$ cat config.mk
export PLATFORM = sky130hd
export DESIGN_NAME = pio_edge_event_sequencer
export DESIGN_NICKNAME = d
export VERILOG_FILES = /design/src/rtl/pio_evt_pkg.sv /design/src/rtl/pio_evt_fifo.sv /design/src/rtl/pio_edge_event_sequencer.sv
export SDC_FILE = /design/constraint.sdc
export NUM_CORES = 1
export LEC_CHECK = 0
export ABC_CLOCK_PERIOD_IN_PS = 5410
export BUFFER_PORTS_ARGS = -buffer_cell sky130_fd_sc_hd__buf_4
export CORE_MARGIN = 10
export CORE_UTILIZATION = 53
export CTS_CLUSTER_SIZE = 10
export DETAILED_ROUTE_END_ITERATION = 7
export GPL_ROUTABILITY_DRIVEN = 0
export HOLD_SLACK_MARGIN = 0.12
export PLACE_DENSITY = 0.85
export SLEW_MARGIN = 10
export SYNTH_ARGS = -nofsm -noshare
export SYNTH_HDL_FRONTEND = slang
export SYNTH_SLANG_ARGS = --single-unit
$ cat constraint.sdc
create_clock -name clk -period 5.41 [get_ports clk]
set_clock_uncertainty 0.15 [all_clocks]
set_input_delay 0.2705 -clock clk [delete_from_list [all_inputs] [get_ports clk]]
set_output_delay 0.2705 -clock clk [all_outputs]
set_load 0.02 [all_outputs]
$ cat src/rtl/pio_evt_pkg.sv
// pio_evt_pkg: shared state encoding, PIO register map and event record for the PIO edge-event sequencer
package pio_evt_pkg;
  localparam logic [1:0] PIO_ADDR_DATA = 2'd0;
  localparam logic [1:0] PIO_ADDR_MASK = 2'd2;
  localparam logic [1:0] PIO_ADDR_CAP  = 2'd3;
  localparam int PIO_W    = 26;
  localparam int PIO_TS_W = 32;
  typedef enum logic [2:0] {
    ST_INIT_MASK,
    ST_CLR_INIT,
    ST_IDLE,
    ST_RD_CAP,
    ST_CLR_CAP,
    ST_RD_DATA,
    ST_PUSH
  } state_t;
  typedef struct packed {
    logic [PIO_W-1:0]    capture;
    logic [PIO_W-1:0]    data;
    logic [PIO_TS_W-1:0] ts;
  } evt_t;
endpackage

$ cat src/rtl/pio_evt_fifo.sv
// pio_evt_fifo: synchronous first-word-fall-through FIFO; a push into a full FIFO is accepted when a pop happens in the same cycle
module pio_evt_fifo #(
  parameter int WIDTH = 8,
  parameter int DEPTH = 8
) (
  input  logic             clk,
  input  logic             i_rst_n,
  input  logic             i_push,
  input  logic [WIDTH-1:0] i_din,
  input  logic             i_pop,
  output logic [WIDTH-1:0] o_dout,
  output logic             o_full,
  output logic             o_empty
);
  localparam int AW = $clog2(DEPTH);
  logic [WIDTH-1:0] r_mem [DEPTH];
  logic [AW-1:0]    r_wp, r_rp;
  logic [AW:0]      r_cnt;
  logic             w_pop, w_push;
  assign o_empty = r_cnt == '0;
  assign o_full  = r_cnt == (AW+1)'(DEPTH);
  assign w_pop   = i_pop & ~o_empty;
  assign w_push  = i_push & (~o_full | w_pop);
  assign o_dout  = r_mem[r_rp];
  // pointer and occupancy bookkeeping
  always_ff @(posedge clk) begin
    if (!i_rst_n) begin
      r_wp  <= '0;
      r_rp  <= '0;
      r_cnt <= '0;
    end else begin
      r_wp  <= r_wp + AW'(w_push);
      r_rp  <= r_rp + AW'(w_pop);
      r_cnt <= r_cnt + (AW+1)'(w_push) - (AW+1)'(w_pop);
    end
  end
  // storage write, no reset needed on the data array
  always_ff @(posedge clk) begin
    if (w_push) r_mem[r_wp] <= i_din;
  end
endmodule

$ cat src/rtl/pio_edge_event_sequencer.sv
// pio_edge_event_sequencer: Avalon-MM master servicing an edge-capture PIO into an event FIFO; PIO_EVT_TIMESTAMP_EN adds timestamps
module pio_edge_event_sequencer
  import pio_evt_pkg::*;
#(
  parameter int W     = 26,
  parameter int DEPTH = 8,
  parameter int TS_W  = 32
) (
  input  logic            clk,
  input  logic            reset_n,
  input  logic            enable,
  input  logic [W-1:0]    irq_mask_cfg,
  input  logic            irq_in,
  output logic [1:0]      avm_address,
  output logic            avm_chipselect,
  output logic            avm_write_n,
  output logic [31:0]     avm_writedata,
  input  logic [31:0]     avm_readdata,
  output logic            evt_valid,
  input  logic            evt_ready,
  output logic [W-1:0]    evt_capture,
  output logic [W-1:0]    evt_data,
  output logic [TS_W-1:0] evt_timestamp,
  output logic [15:0]     overflow_cnt,
  output logic            busy
);
`ifdef PIO_EVT_TIMESTAMP_EN
  localparam int FW = 2*W + TS_W;
`else
  localparam int FW = 2*W;
`endif
  state_t        r_state;
  logic [W-1:0]  r_mask_shadow, r_cap;
  logic [15:0]   r_ovf;
  logic          w_wr, w_rd, w_push, w_full, w_empty, w_pop, w_unused_rd;
  logic [FW-1:0] w_din, w_dout;
  assign w_unused_rd = ^avm_readdata[31:W];
  assign w_push      = r_state == ST_PUSH;
  assign w_pop       = evt_ready & ~w_empty;
  assign evt_valid   = ~w_empty;
  assign overflow_cnt = r_ovf;
  assign busy        = r_state != ST_IDLE;
  assign evt_capture = w_dout[FW-1 -: W];
  assign evt_data    = w_dout[FW-W-1 -: W];
`ifdef PIO_EVT_TIMESTAMP_EN
  logic [TS_W-1:0] r_ts_cnt, r_ts;
  logic            w_take;
  assign w_take        = r_state == ST_IDLE && irq_mask_cfg == r_mask_shadow && enable && irq_in;
  assign w_din         = {r_cap, avm_readdata[W-1:0], r_ts};
  assign evt_timestamp = w_dout[TS_W-1:0];
  // free-running timestamp; snapshot taken when an irq is accepted
  always_ff @(posedge clk) begin
    if (!reset_n) begin
      r_ts_cnt <= '0;
      r_ts     <= '0;
    end else begin
      r_ts_cnt <= r_ts_cnt + 1'b1;
      if (w_take) r_ts <= r_ts_cnt;
    end
  end
`else
  assign w_din         = {r_cap, avm_readdata[W-1:0]};
  assign evt_timestamp = '0;
`endif
  // bus strobes decoded from state; held inactive while reset is asserted
  always_comb begin
    w_wr           = reset_n && (r_state == ST_INIT_MASK || r_state == ST_CLR_INIT || r_state == ST_CLR_CAP);
    w_rd           = reset_n && (r_state == ST_RD_CAP || r_state == ST_RD_DATA);
    avm_chipselect = w_wr | w_rd;
    avm_write_n    = ~w_wr;
    avm_address    = !(w_wr | w_rd) ? 2'd0 :
                     r_state == ST_INIT_MASK ? PIO_ADDR_MASK :
                     r_state == ST_RD_DATA ? PIO_ADDR_DATA : PIO_ADDR_CAP;
    avm_writedata  = !w_wr ? 32'h0 :
                     r_state == ST_INIT_MASK ? 32'(irq_mask_cfg) : 32'hFFFF_FFFF;
  end
  // service sequencer: program mask, then per irq read capture, clear it, read port
  always_ff @(posedge clk) begin
    if (!reset_n) begin
      r_state       <= ST_INIT_MASK;
      r_mask_shadow <= '0;
      r_cap         <= '0;
    end else begin
      case (r_state)
        ST_INIT_MASK: begin
          r_mask_shadow <= irq_mask_cfg;
          r_state       <= ST_CLR_INIT;
        end
        ST_CLR_INIT: r_state <= ST_IDLE;
        ST_IDLE:     r_state <= irq_mask_cfg != r_mask_shadow ? ST_INIT_MASK :
                                (enable && irq_in) ? ST_RD_CAP : ST_IDLE;
        ST_RD_CAP:   r_state <= ST_CLR_CAP;
        ST_CLR_CAP: begin
          r_cap   <= avm_readdata[W-1:0];
          r_state <= avm_readdata[W-1:0] == '0 ? ST_IDLE : ST_RD_DATA;
        end
        ST_RD_DATA:  r_state <= ST_PUSH;
        ST_PUSH:     r_state <= ST_IDLE;
        default:     r_state <= ST_INIT_MASK;
      endcase
    end
  end
  // dropped-event counter, saturating
  always_ff @(posedge clk) begin
    if (!reset_n) r_ovf <= '0;
    else if (w_push && w_full && !w_pop && r_ovf != 16'hFFFF) r_ovf <= r_ovf + 1'b1;
  end
  pio_evt_fifo #(.WIDTH(FW), .DEPTH(DEPTH)) u_fifo (
    .clk     (clk),
    .i_rst_n (reset_n),
    .i_push  (w_push),
    .i_din   (w_din),
    .i_pop   (w_pop),
    .o_dout  (w_dout),
    .o_full  (w_full),
    .o_empty (w_empty)
  );
endmodule

Word-level counts from Yosys, hierarchy flattened
Memory sizes are Yosys's and may differ from the RTL's. A register that Yosys moved wholly into a read port is not among the register bits.
Cells that the tools add are included.
{"block": "classes", "add_sub_neg": 5, "n_eq_ne": 10, "muxes": 12, "bitwise_logic": 8, "reduce_logical": 14}
{"op": "2-to-1 mux 32 bit", "count": 2}
{"op": "zero test 26 bit", "count": 1}
{"op": "inequality test 26 bit", "count": 1}
{"op": "case mux 3 bit (6 select lines)", "count": 1}
{"op": "adder 16 x 1 -> 16 bit (second input constant)", "count": 1}
{"op": "inequality test 16 bit (second input constant)", "count": 1}
{"op": "equality test 3 bit (second input constant)", "count": 3}
{"op": "2-to-1 mux 2 bit", "count": 4}
{"op": "adder 3 x 1 -> 3 bit", "count": 2}
{"op": "equality test 3 x 2 -> 1 bit (second input constant)", "count": 2}
{"op": "logical AND 1 bit", "count": 6}
{"op": "2-to-1 mux 3 bit", "count": 2}
{"op": "adder 4 x 1 -> 4 bit", "count": 1}
{"op": "equality test 4 bit (second input constant)", "count": 1}
{"op": "zero test 4 bit", "count": 1}
{"op": "subtractor 4 x 1 -> 4 bit", "count": 1}
{"op": "bitwise AND 1 bit", "count": 3}
{"op": "equality test 3 x 1 -> 1 bit (second input constant)", "count": 1}
{"op": "zero test 3 bit", "count": 1}
{"op": "logical OR 1 bit", "count": 3}
{"op": "2-to-1 mux 1 bit", "count": 3}
{"op": "inequality test 3 x 2 -> 1 bit (second input constant)", "count": 1}
{"op": "inverter 1 bit", "count": 3}
{"op": "bitwise OR 1 bit", "count": 2}
{"op": "2 further kinds", "count": 2}
{"block": "totals", "reg_bits": 81, "mem_bits_rw": 416, "inputBits": 63, "output_inout_bits": 138, "mem_count": 1}
{"name": "u_fifo.r_mem", "depth": 8, "word_bits": 52, "rd": 1, "rd_clocked_by_memory_dff": 1, "write_ports": 1, "line_no": "pio_evt_fifo.sv:16", "rtl": "logic [WIDTH-1:0] r_mem [DEPTH];"}

Logic depth before layout (Yosys ltp)
Gate-level depths: netlist of the first run.
{"block": "logic_depth", "word_depth": 8, "mapped_depth": 11, "depth_no_buf": 11}

Modules after synthesis
A second synthesis of the first run with hierarchy kept.
{"block": "unflattened", "hier_cells": 1153, "area_unflattened_um2": 20064.2}
{"module": "pio_evt_fifo", "n_inst": 1, "cells_per_inst": 665, "area_each_um2": 16243.1, "seq_area_each_um2": 12692.2}
{"module": "pio_edge_event_sequencer", "n_inst": 1, "cells_per_inst": 488, "area_each_um2": 3821.2, "seq_area_each_um2": 1421.4}

Worst setup path before layout of the first run
Ideal clock, no wire load.
{"block": "synth_path", "kind": "register -> register", "start": "reg u_fifo.r_cnt[2]", "end": "mem u_fifo.r_mem[1][0] (netlist name) (enable)", "setup_ps": 526, "t_arrival_ps": 4673, "setup_slack_ps": 61, "stages_incl_launch_ff": 7, "path_buffers": 0, "cell_sequence": "dfxtp_1 > inv_1 > ha_1 > nand2b_1 > a31oi_1 > nand2_1 > nor3_1"}
{"block": "synth_via", "elab_chain_cells": 8, "word_cells_on_any_way": 10, "classes_between": "eq/ne (1); mux (2); bitwise (6); reduce/logical (1)"}
{"element": "start: declaration", "line_no": "pio_evt_fifo.sv:18", "rtl": "logic [AW:0] r_cnt;"}
{"element": "start signal: assignment", "line_no": "pio_evt_fifo.sv:34", "rtl": "r_cnt <= r_cnt + (AW+1)'(w_push) - (AW+1)'(w_pop);"}
{"element": "zero test 4 bit", "line_no": "pio_evt_fifo.sv:20", "rtl": "assign o_empty = r_cnt == '0;"}
{"element": "inverter 1 bit", "line_no": "pio_evt_fifo.sv:22, pio_edge_event_sequencer.sv:39"}
{"element": "bitwise AND 1 bit", "line_no": "pio_edge_event_sequencer.sv:39", "rtl": "assign w_pop = evt_ready & ~w_empty;"}
{"element": "bitwise AND 1 bit", "line_no": "pio_evt_fifo.sv:22", "rtl": "assign w_pop = i_pop & ~o_empty;"}
{"element": "bitwise OR 1 bit *", "line_no": "pio_evt_fifo.sv:23", "rtl": "assign w_push = i_push & (~o_full | w_pop);"}
{"element": "bitwise AND 1 bit *", "line_no": "pio_evt_fifo.sv:23"}
{"element": "2-to-1 mux 1 bit *", "line_no": "pio_evt_fifo.sv:39", "rtl": "if (w_push) r_mem[r_wp] <= i_din;"}
{"element": "2-to-1 mux 1 bit (implied by the code) *", "line_no": "pio_evt_fifo.sv:39"}
{"element": "end: declaration", "line_no": "pio_evt_fifo.sv:16"}
Mark *: on every way between the ends. The rest lies on a longest branch, timed or not.

==> results of run 1 <==
-- final cells by class --
| class | count | area (um^2) |
|---|---|---|
| sequential | 497 | 14120 |
| fill | 2363 | 13070 |
| multi-input combinational | 586 | 5211 |
| timing repair buffer | 241 | 1989 |
| clock buffer | 98 | 1548 |
| tap | 468 | 585.6 |
| clock inverter | 2 | 50.05 |
| inverter | 8 | 30.03 |
| antenna | 1 | 2.502 |
-- Yosys cell counts (2+ instances only) --
cell and number:
mux2_2 52, nand3_1 5, nand4_1 10, nand2_1 122
or4_1 2, and2_1 8, o21ai_0 3, buf_1 9
xnor2_1 26, and4_1 2, nor2_1 84, dfxtp_1 81
a21oi_1 56, or2_2 2, a21o_1 2, clkbuf_1 41
nor4b_1 2, inv_1 7, nor3_1 11, buf_2 7
xor2_1 16, ha_1 11, nand2b_1 7, mux2i_1 2
nor4_1 15, mux4_2 104, or3_1 2, edfxtp_1 416
buf_4 38
-- through the flow --
step,instances,util (%)
2_1_floorplan,1187,-
3_3_place_gp,1743,58.37
3_5_place_dp,1743,58.37
4_1_cts,1900,64.29
5_1_grt,1901,64.30
6_report,1901,64.30
-- per-layer routing --
metal | vias up | wire length, um | global-route usage, %
met5 | - | 7 | 0
met3 | 89 | 3802 | 4.384
met4 | 2 | 958 | 5.736
met2 | 539 | 23250 | 34.46
met1 | 5667 | 16990 | 25.03
li1 | 4817 | - | -
-- logic make-up (layout without fill, tap and decap cells) --
kind of cell	count (synthesis)	count (layout)
AO/OA/AOI/OAI	65	65
flip-flops	497	497
AND/OR/NAND/NOR	277	277
buffers and inverters	104	349
other	1	33
adder cells (fa/ha/maj)	12	12
multiplexers	158	158
XOR/XNOR	42	42
-- state kept, by name, indices dropped and copies added (netlist names) --
register       cells
u_fifo.r_cnt       4
r_cap             26
u_fifo.r_wp        3
r_mask_shadow     26
r_state            3
u_fifo.r_rp        3
u_fifo.r_mem     416
overflow_cnt      16
-- path summary, 6_finish.rpt --
check / cells after the start / to
max: 4 / evt_data[18]
min reg2reg: 2 / r_mask_shadow[3]$_SDFFE_PN0P_
max reg2reg: 6 / u_fifo.r_mem[5][2]$_DFFE_PP_
min: 2 / r_mask_shadow[3]$_SDFFE_PN0P_
-- worst max-delay path: cells and delay by family, from the launching register on --
family,cells,cell delay [ns]
mux,2,0.87
flops,1,1.02
buf+inv,2,0.68
-- power breakdown --
group | switching (mW) | internal, mW | total (mW)
combinational | 0.841 | 0.994 | 1.84
sequential | 0.196 | 4.16 | 4.36
clock | 1.41 | 1.92 | 3.33
==> flow_summary.toml, run 1 <==
[place]
dp_slack_ns = 2.122
dp_hpwl_um = 25970
io_buffers = 162
dpl-instance-area_mm2 = 0.02137

[synthesis]
syn_inst = 1156
synth_top_family_by_area = "multiplexers"
synth_edf_count = 416
yosysUniqueCellTypes = 42
ys_seq_elements = 497
yosys-top-cells-area = "edfxtp_1, mux4_2, dfxtp_1"
synth_fa_ha_area_share_pct = 0.8004
yosysWarnings = 0
synth_area_per_cell_um2 = 17.04
async_flop_share_pct = 0
yosysSeqAreaShare_pct = 71.65
synth_mux_area_share_pct = 14.97
synth_top_area_share_pct = 63.42
synthSimpleGateAreaFrac_pct = 6.193
yosys.area.top_type = "edfxtp_1"
synth_area_mm2 = 0.01970
synth_xor_area_share_pct = 1.867
synthFlopType = "edfxtp_1"
synth_compound_area_share_pct = 1.715

[detailed_routing]
wl_um = 45010
drt-initial-drc-count = 911
drtPass1Iterations = 5
route.detailed.drc = 0
post_drt_wl_per_cell_um = 23.68
dr_total_vias = 11110
ant_nets = 0
via_per_inst = 5.846

[clocking]
cts_tree = "done"
clk_latency_ns = 0.57
cts-root-buf = "clkbuf_16"
cts_buffer_depth = 3
numCtsBuffers = 55
clock_sinks = 497
holdBufCountCts = 57
h-tree-depth = 2
post_cts_buffers = 0
path_clk_slew_ns = 0.05
cts_resized = 0

[min_path]
hp-class = "reg2reg"
min_from = "r_mask_shadow[3]$_SDFFE_PN0P_"

[floorplanning]
start_util_pct = 53.80
core.rowCount = 70
dieArea_mm2 = 0.04528
core_area_mm2 = 0.03661
die_h_um = 212.8
pin_count = 201
fp.dieW_um = 212.8

[setup_path]
crit_required_ns = 4.99
cp_max_fo = 50
cp.arrival_ns = 3.16
slowest_stage = "dfxtp_4"
crit_chain = "buf_4 > mux4_2 > mux2_2 > buf_4"
crit_top_cell = "buf_4"
reg2reg_slack_ns = 2.06
critical_path.max_stage_delay_ns = 1.02
worst_setup_path_end_kind = "primary output"
r2r_start = "r_state[1]$_SDFF_PN0_"
start_kind = "flop"
crit_type = "reg2out"
cp-startpoint = "u_fifo.r_rp[0]$_SDFF_PN0_"

[flow_run]
cap_violations = 0

[global_routing]
grt_overflow = 0
grt_pass1_wl_um = 69610
grt_start_max_net_pins = 80
antenna_found_initial = 2
grt_pass1_vias = 11820
grtUsageTotal_pct = 20.03

[timing]
fmax_mhz = 279.0
relSlewSlack_pct = 17.62
rsz0062_at_grt = "false"
finalSetupViolCount = 0
hold_ws_ns = 0.3172
hold_violations = 0
min_period_ns = 3.584
setup_tns_ns = 0
finalWorstSetupSlack_ns = 1.826
worst_slew_pin_slew_ns = 1.236
maxSlewViolCount = 0
final.period_utilization_pct = 66.26

[layout]
fin_area_mm2 = 0.02354
drive_gt1_share_pct = 28.84
final_common_cell = "edfxtp_1"
mostFrequentLayoutCells = "edfxtp_1, buf_4, nand2_1"
area_growth_pct = 19.50
finalNetCount = 1464

[power]
power_mw = 9.527
vdd_ir_drop_max_mv = 0.2531
p_leak_nw = 7.933
power_density_mw_per_mm2 = 404.7

[outcome]
status = "complete, no violations"
Power figures use the tool's default switching activity.
==> inputs of run 2 (changes only) <==
--- a/config.mk
+++ b/config.mk
@@ -5,7 +5,7 @@
 export SDC_FILE = /design/constraint.sdc
 export NUM_CORES = 1
 export LEC_CHECK = 0
-export ABC_CLOCK_PERIOD_IN_PS = 5410
+export ABC_CLOCK_PERIOD_IN_PS = 2900
 export BUFFER_PORTS_ARGS = -buffer_cell sky130_fd_sc_hd__buf_4
 export CORE_MARGIN = 10
 export CORE_UTILIZATION = 53
==> constraint.sdc (replaced) <==
create_clock -name clk -period 2.9 [get_ports clk]
set_clock_uncertainty 0.15 [all_clocks]
set_input_delay 0.145 -clock clk [delete_from_list [all_inputs] [get_ports clk]]
set_output_delay 0.145 -clock clk [all_outputs]
set_load 0.02 [all_outputs]
==> run 2 against run 1 <==
Die area did not move; total power grew 91%; sequential power rose by 82%; critical path type is now reg2reg.
==> flow_summary.toml, run 2 (synthesized netlist as in run 1, its figures left out) <==
[place]
dp_slack_ns = 0.4728
dp_hpwl_um = 26060
io_buffers = 162

[setup_path]
reg2reg_slack_ns = 0.13
worst_setup_path_end_kind = "flop"
start_kind = "flop"
cp.arrival_ns = 3.13
r2r_start = "r_state[0]$_SDFF_PN0_"
crit_type = "reg2reg"
cp_max_fo = 11
critPathCapture = "r_state[0]$_SDFF_PN0_"
cp-startpoint = "r_state[0]$_SDFF_PN0_"
reg2regPathDepth = 6
crit_cells = 6
crit_chain = "or3b_1 > or4_1 > nor4_1 > nand4_1 > o21ai_1 > dlygate4sd3_1"
critical_path.max_stage_delay_ns = 0.55
path_buf_inv = 1
timing.rr.end = "r_state[0]$_SDFF_PN0_"
crit_family = "simple AND/OR/NAND/NOR gates"
slowest_stage = "dlygate4sd3_1"
crit_required_ns = 3.26

[layout]
area_growth_pct = 21.30
n_fill_cell = 2338
final_common_cell = "edfxtp_1"
drive_gt1_share_pct = 30.19
antenna_cells = 0
reg.largest.list = "u_fifo.r_mem (416), r_cap (26), r_mask_shadow (26)"
multi_input_area_mm2 = 0.005261
finalNetCount = 1479
mostFrequentLayoutCells = "edfxtp_1, buf_4, nand2_1"
regMostFlops = "u_fifo.r_mem"
regArea_mm2 = 0.01412
largest_reg_flops = 416

[detailed_routing]
dr_total_vias = 11180
post_drt_wl_per_cell_um = 23.67
ant_nets = 0
route.detailed.drc = 0
wl_um = 45420
drt-initial-drc-count = 957
via_per_inst = 5.824
drtPass1Iterations = 5

[timing]
maxSlewViolCount = 0
min_period_ns = 2.771
worst_slew_pin_slew_ns = 0.9671
rsz0062_at_grt = "false"
fmax_mhz = 360.9
finalSetupViolCount = 0
hold_ws_ns = 0.2225
hold_violations = 0
finalWorstSetupSlack_ns = 0.1289
relSlewSlack_pct = 35.53
final.period_utilization_pct = 95.56

[floorplanning]
start_util_pct = 53.80
die_h_um = 212.8
core.rowCount = 70
pin_count = 201
dieArea_mm2 = 0.04528
core_area_mm2 = 0.03661
fp.dieW_um = 212.8

[clocking]
numCtsBuffers = 56
cts_tree = "done"
clock_sinks = 497
clk_latency_ns = 0.59
cts_buffer_depth = 3
path_clk_slew_ns = 0.06
cts-root-buf = "clkbuf_16"
h-tree-depth = 2

[flow_run]
cap_violations = 0

[power]
clkPwrFrac_pct = 35.5
swShare_pct = 25.61
p_leak_nw = 8.092
power_density_mw_per_mm2 = 761.8
p_int_mw = 13.54
vdd_ir_drop_max_mv = 0.5060
pwr-share-seq_pct = 43.5
comb_power_share_pct = 21.0
p_sw_mw = 4.661

[outcome]
status = "complete, no violations"

[min_path]
hp-class = "in2reg"

[global_routing]
grt_start_max_net_pins = 53
grtUsageTotal_pct = 20.04
grt_pass1_wl_um = 69540
grt_pass1_vias = 12070
grt_overflow = 0
antenna_found_initial = 0
## run 2: how the worst min path moves through the flow
| stage | startpoint | to | slack, ns | cells past startpoint |
|---|---|---|---|---|
| after global routing | avm_readdata[15] | u_fifo.r_mem[1][15]$_DFFE_PP_ | 0.24 | 2 |
| after detailed placement | avm_readdata[10] | u_fifo.r_mem[4][10]$_DFFE_PP_ | 0.25 | 1 |
| final | avm_readdata[7] | u_fifo.r_mem[3][7]$_DFFE_PP_ | 0.22 | 2 |
| after global placement | avm_readdata[2] | u_fifo.r_mem[4][2]$_DFFE_PP_ | 0.25 | 1 |
| after CTS | avm_readdata[7] | u_fifo.r_mem[2][7]$_DFFE_PP_ | 0.21 | 2 |
| after floorplan | avm_readdata[0] | u_fifo.r_mem[0][0]$_DFFE_PP_ | 0.09 | 0 |
## run 2: power by group through the flow
stage               combinational [mW]  clock, mW  sequential, mW
global route                      4.12       6.81            7.93
floorplan                         2.65          0            7.95
finish                            3.83       6.45            7.92
CTS                               3.90       6.54            7.92
detailed placement                3.73          0            8.10
global placement                  3.67          0            8.09
## run 2: metal layers
metal / part of all wire, % / track usage [%]
met1: 37 / 24.04
met3: 9.0 / 5.411
met5: 0 / 0
met4: 2.2 / 6.204
met2: 51 / 34.66
## run 2: through the flow
| step | instances | instance area, um^2 | power [mW] | utilization (%) | TNS (ns) |
|---|---|---|---|---|---|
| 6_report | 1919 | 23890 | 18.20 | 65.27 | 0 |
| 5_1_grt | 1919 | 23890 | 18.86 | 65.27 | 0 |
| 4_1_cts | 1919 | 23890 | 18.36 | 65.26 | 0 |
| 3_5_place_dp | 1756 | 21630 | 11.83 | 59.08 | 0 |
| 3_3_place_gp | 1756 | 21630 | 11.76 | 59.08 | 0 |
| 2_1_floorplan | 1187 | 19900 | 10.60 | - | -19.66 |
## run 2: cell type report
type / count / share of cell area, %
inverter: 8 / 0.1257
timing repair buffer: 255 / 9.268
tap: 468 / 2.451
clock buffer: 100 / 6.687
clock inverter: 5 / 0.3351
multi-input combinational: 586 / 22.02
sequential: 497 / 59.11
## run 2: repair_timing
item                                   4_1_cts  5_1_grt
hold buffers                                57        0
gates resized for setup                      0        2
gates cloned                                 0        0
setup endpoints to repair                    2        2
setup buffers                                1        0
endpoints found under the hold margin      271        0
==> inputs of run 3 (changes only) <==
--- a/config.mk
+++ b/config.mk
@@ -5,7 +5,7 @@
 export SDC_FILE = /design/constraint.sdc
 export NUM_CORES = 1
 export LEC_CHECK = 0
-export ABC_CLOCK_PERIOD_IN_PS = 2900
+export ABC_CLOCK_PERIOD_IN_PS = 2400
 export BUFFER_PORTS_ARGS = -buffer_cell sky130_fd_sc_hd__buf_4
 export CORE_MARGIN = 10
 export CORE_UTILIZATION = 53
@@ -14,6 +14,7 @@
 export GPL_ROUTABILITY_DRIVEN = 0
 export HOLD_SLACK_MARGIN = 0.12
 export PLACE_DENSITY = 0.85
+export SKIP_LAST_GASP = 1
 export SLEW_MARGIN = 10
 export SYNTH_ARGS = -nofsm -noshare
 export SYNTH_HDL_FRONTEND = slang
==> constraint.sdc (replaced) <==
create_clock -name clk -period 2.4 [get_ports clk]
set_clock_uncertainty 0.15 [all_clocks]
set_input_delay 0.12 -clock clk [delete_from_list [all_inputs] [get_ports clk]]
set_output_delay 0.12 -clock clk [all_outputs]
set_load 0.02 [all_outputs]
==> run 3 against run 2 <==
The flow now finishes with violations (negative setup slack); sequential cell count stayed put; largest cell class unchanged; critical path depth is 1 lower; non-clock buffer count is 30 higher.
==> flow_summary.toml, run 3 (synthesized netlist as in run 1, its figures left out) <==
[power]
p_leak_nw = 8.463
power_density_mw_per_mm2 = 936.8
power_mw = 23.15
vdd_ir_drop_max_mv = 0.6879

[place]
dp_hpwl_um = 26240
dp_slack_ns = 0.1021
io_buffers = 162

[timing]
relSlewSlack_pct = 63.24
worst_slew_pin_slew_ns = 0.5463
final.period_utilization_pct = 108.3
finalWorstSetupSlack_ns = -0.1994
fmax_mhz = 384.7
rsz0062_at_grt = "true"
maxSlewViolCount = 0
hold_violations = 0
min_period_ns = 2.599
setup_tns_ns = -7.841
finalSetupViolCount = 52

[setup_path]
start_kind = "flop"
timing.rr.end = "u_fifo.r_mem[0][36]$_DFFE_PP_"
critical_path.max_stage_delay_ns = 0.51
worst_setup_path_end_kind = "primary output"
crit_required_ns = 2.13
crit_chain = "buf_12 > buf_12 > mux4_2 > mux2_2 > buf_4"
reg2reg_slack_ns = 0.17
crit_type = "reg2out"
crit_top_cell = "buf_12"
r2r_start = "r_state[1]$_SDFF_PN0_"
slowest_stage = "mux4_2"
cp.arrival_ns = 2.33
reg2regPathDepth = 6
critPathCapture = "evt_capture[21]"
cp_max_fo = 9
cp-startpoint = "u_fifo.r_rp[0]$_SDFF_PN0_"

[layout]
drive_gt1_share_pct = 32.09
n_fill_cell = 2229
fin_util_pct = 67.51
finalNetCount = 1508
regMostFlops = "u_fifo.r_mem"
reg.largest.list = "u_fifo.r_mem (416), r_cap (26), r_mask_shadow (26)"
area_growth_pct = 25.47
largest_reg_flops = 416
final_common_cell = "edfxtp_1"
mostFrequentLayoutCells = "edfxtp_1, buf_4, nand2_1"

[floorplanning]
core.rowCount = 70
dieArea_mm2 = 0.04528
fp.dieW_um = 212.8
start_util_pct = 53.80
pin_count = 201
die_h_um = 212.8
core_area_mm2 = 0.03661

[min_path]
hp-class = "in2reg"

[clocking]
clock_sinks = 497
path_clk_slew_ns = 0.06
cts-root-buf = "clkbuf_16"
h-tree-depth = 2
numCtsBuffers = 55
clk_latency_ns = 0.58
cts_tree = "done"
cts_buffer_depth = 3

[flow_run]
cap_violations = 0

[global_routing]
grt_overflow = 0
grtUsageTotal_pct = 21.36
grt_start_max_net_pins = 53
antenna_found_initial = 2
grt_pass1_vias = 12040
grt_pass1_wl_um = 73330

[detailed_routing]
ant_nets = 0
via_per_inst = 5.860
drtPass1Iterations = 6
wl_um = 48630
route.detailed.drc = 0
post_drt_wl_per_cell_um = 24.98
dr_total_vias = 11410
drt-initial-drc-count = 1003

[outcome]
status = "finished, violations left"
violations = "negative setup slack"
run 3: layout make-up:
cell class / count / area, um^2 / share of cell area (%)
Clock inverter: 2 / 50.05 / 0.2025
Inverter: 8 / 30.03 / 0.1215
Multi-Input combinational cell: 586 / 5409 / 21.89
Tap cell: 468 / 585.6 / 2.369
Sequential cell: 497 / 14120 / 57.15
Clock buffer: 99 / 1551 / 6.278
Timing Repair Buffer: 285 / 2958 / 11.97
Antenna cell: 2 / 5.005 / 0.02025
run 3: layer usage:
layer / global-route usage, % / up-vias / share of wire [%]
li1: - / 4928 / -
met1: 25.73 / 5707 / 36
met2: 36.53 / 659 / 52
met3: 5.425 / 115 / 9.5
met4: 7.829 / 0 / 3.1
met5: 0 / - / 0
run 3: what timing repair did:
item,CTS,global route
endpoints found under the hold margin,287,0
pin swaps,0,1
hold buffers,56,0
endpoints found under the setup margin,84,86
buffers inserted,16,1
cloned,9,3
gates resized for setup,79,24
run 3: worst min path at each step:
stage                     startpoint                       endpoint  slack (ns)  cells past startpoint
global placement    avm_readdata[10]  u_fifo.r_mem[4][10]$_DFFE_PP_        0.22                      1
floorplan            avm_readdata[0]   u_fifo.r_mem[0][0]$_DFFE_PP_        0.07                      0
CTS                 avm_readdata[10]  u_fifo.r_mem[1][10]$_DFFE_PP_        0.18                      2
global route        avm_readdata[16]  u_fifo.r_mem[3][16]$_DFFE_PP_        0.21                      2
detailed placement  avm_readdata[22]  u_fifo.r_mem[2][22]$_DFFE_PP_        0.23                      1
finish               avm_readdata[9]   u_fifo.r_mem[4][9]$_DFFE_PP_        0.20                      2
run 3: critical path, delay by kind of cell (launching register included):
kind	cells	cell delay, ns
mux	2	0.83
buf+inv	3	0.52
flops	1	0.41
run 3: through the flow:
| step | cells | hold slack, ns | area (um^2) |
|---|---|---|---|
| 6_report | 1947 | 0.1965 | 24710 |
| 4_1_cts | 1943 | 0.1813 | 24580 |
| 2_1_floorplan | 1187 | 0.06887 | 19930 |
| 5_1_grt | 1947 | 0.2138 | 24710 |
| 3_3_place_gp | 1762 | 0.2229 | 21730 |
| 3_5_place_dp | 1762 | 0.2309 | 21730 |
run 3: power breakdown:
group          switching (mW)  internal, mW  total, mW
registers               0.109          9.39       9.50
logic                    2.67          3.41       6.07
clock network            3.24          4.34       7.58
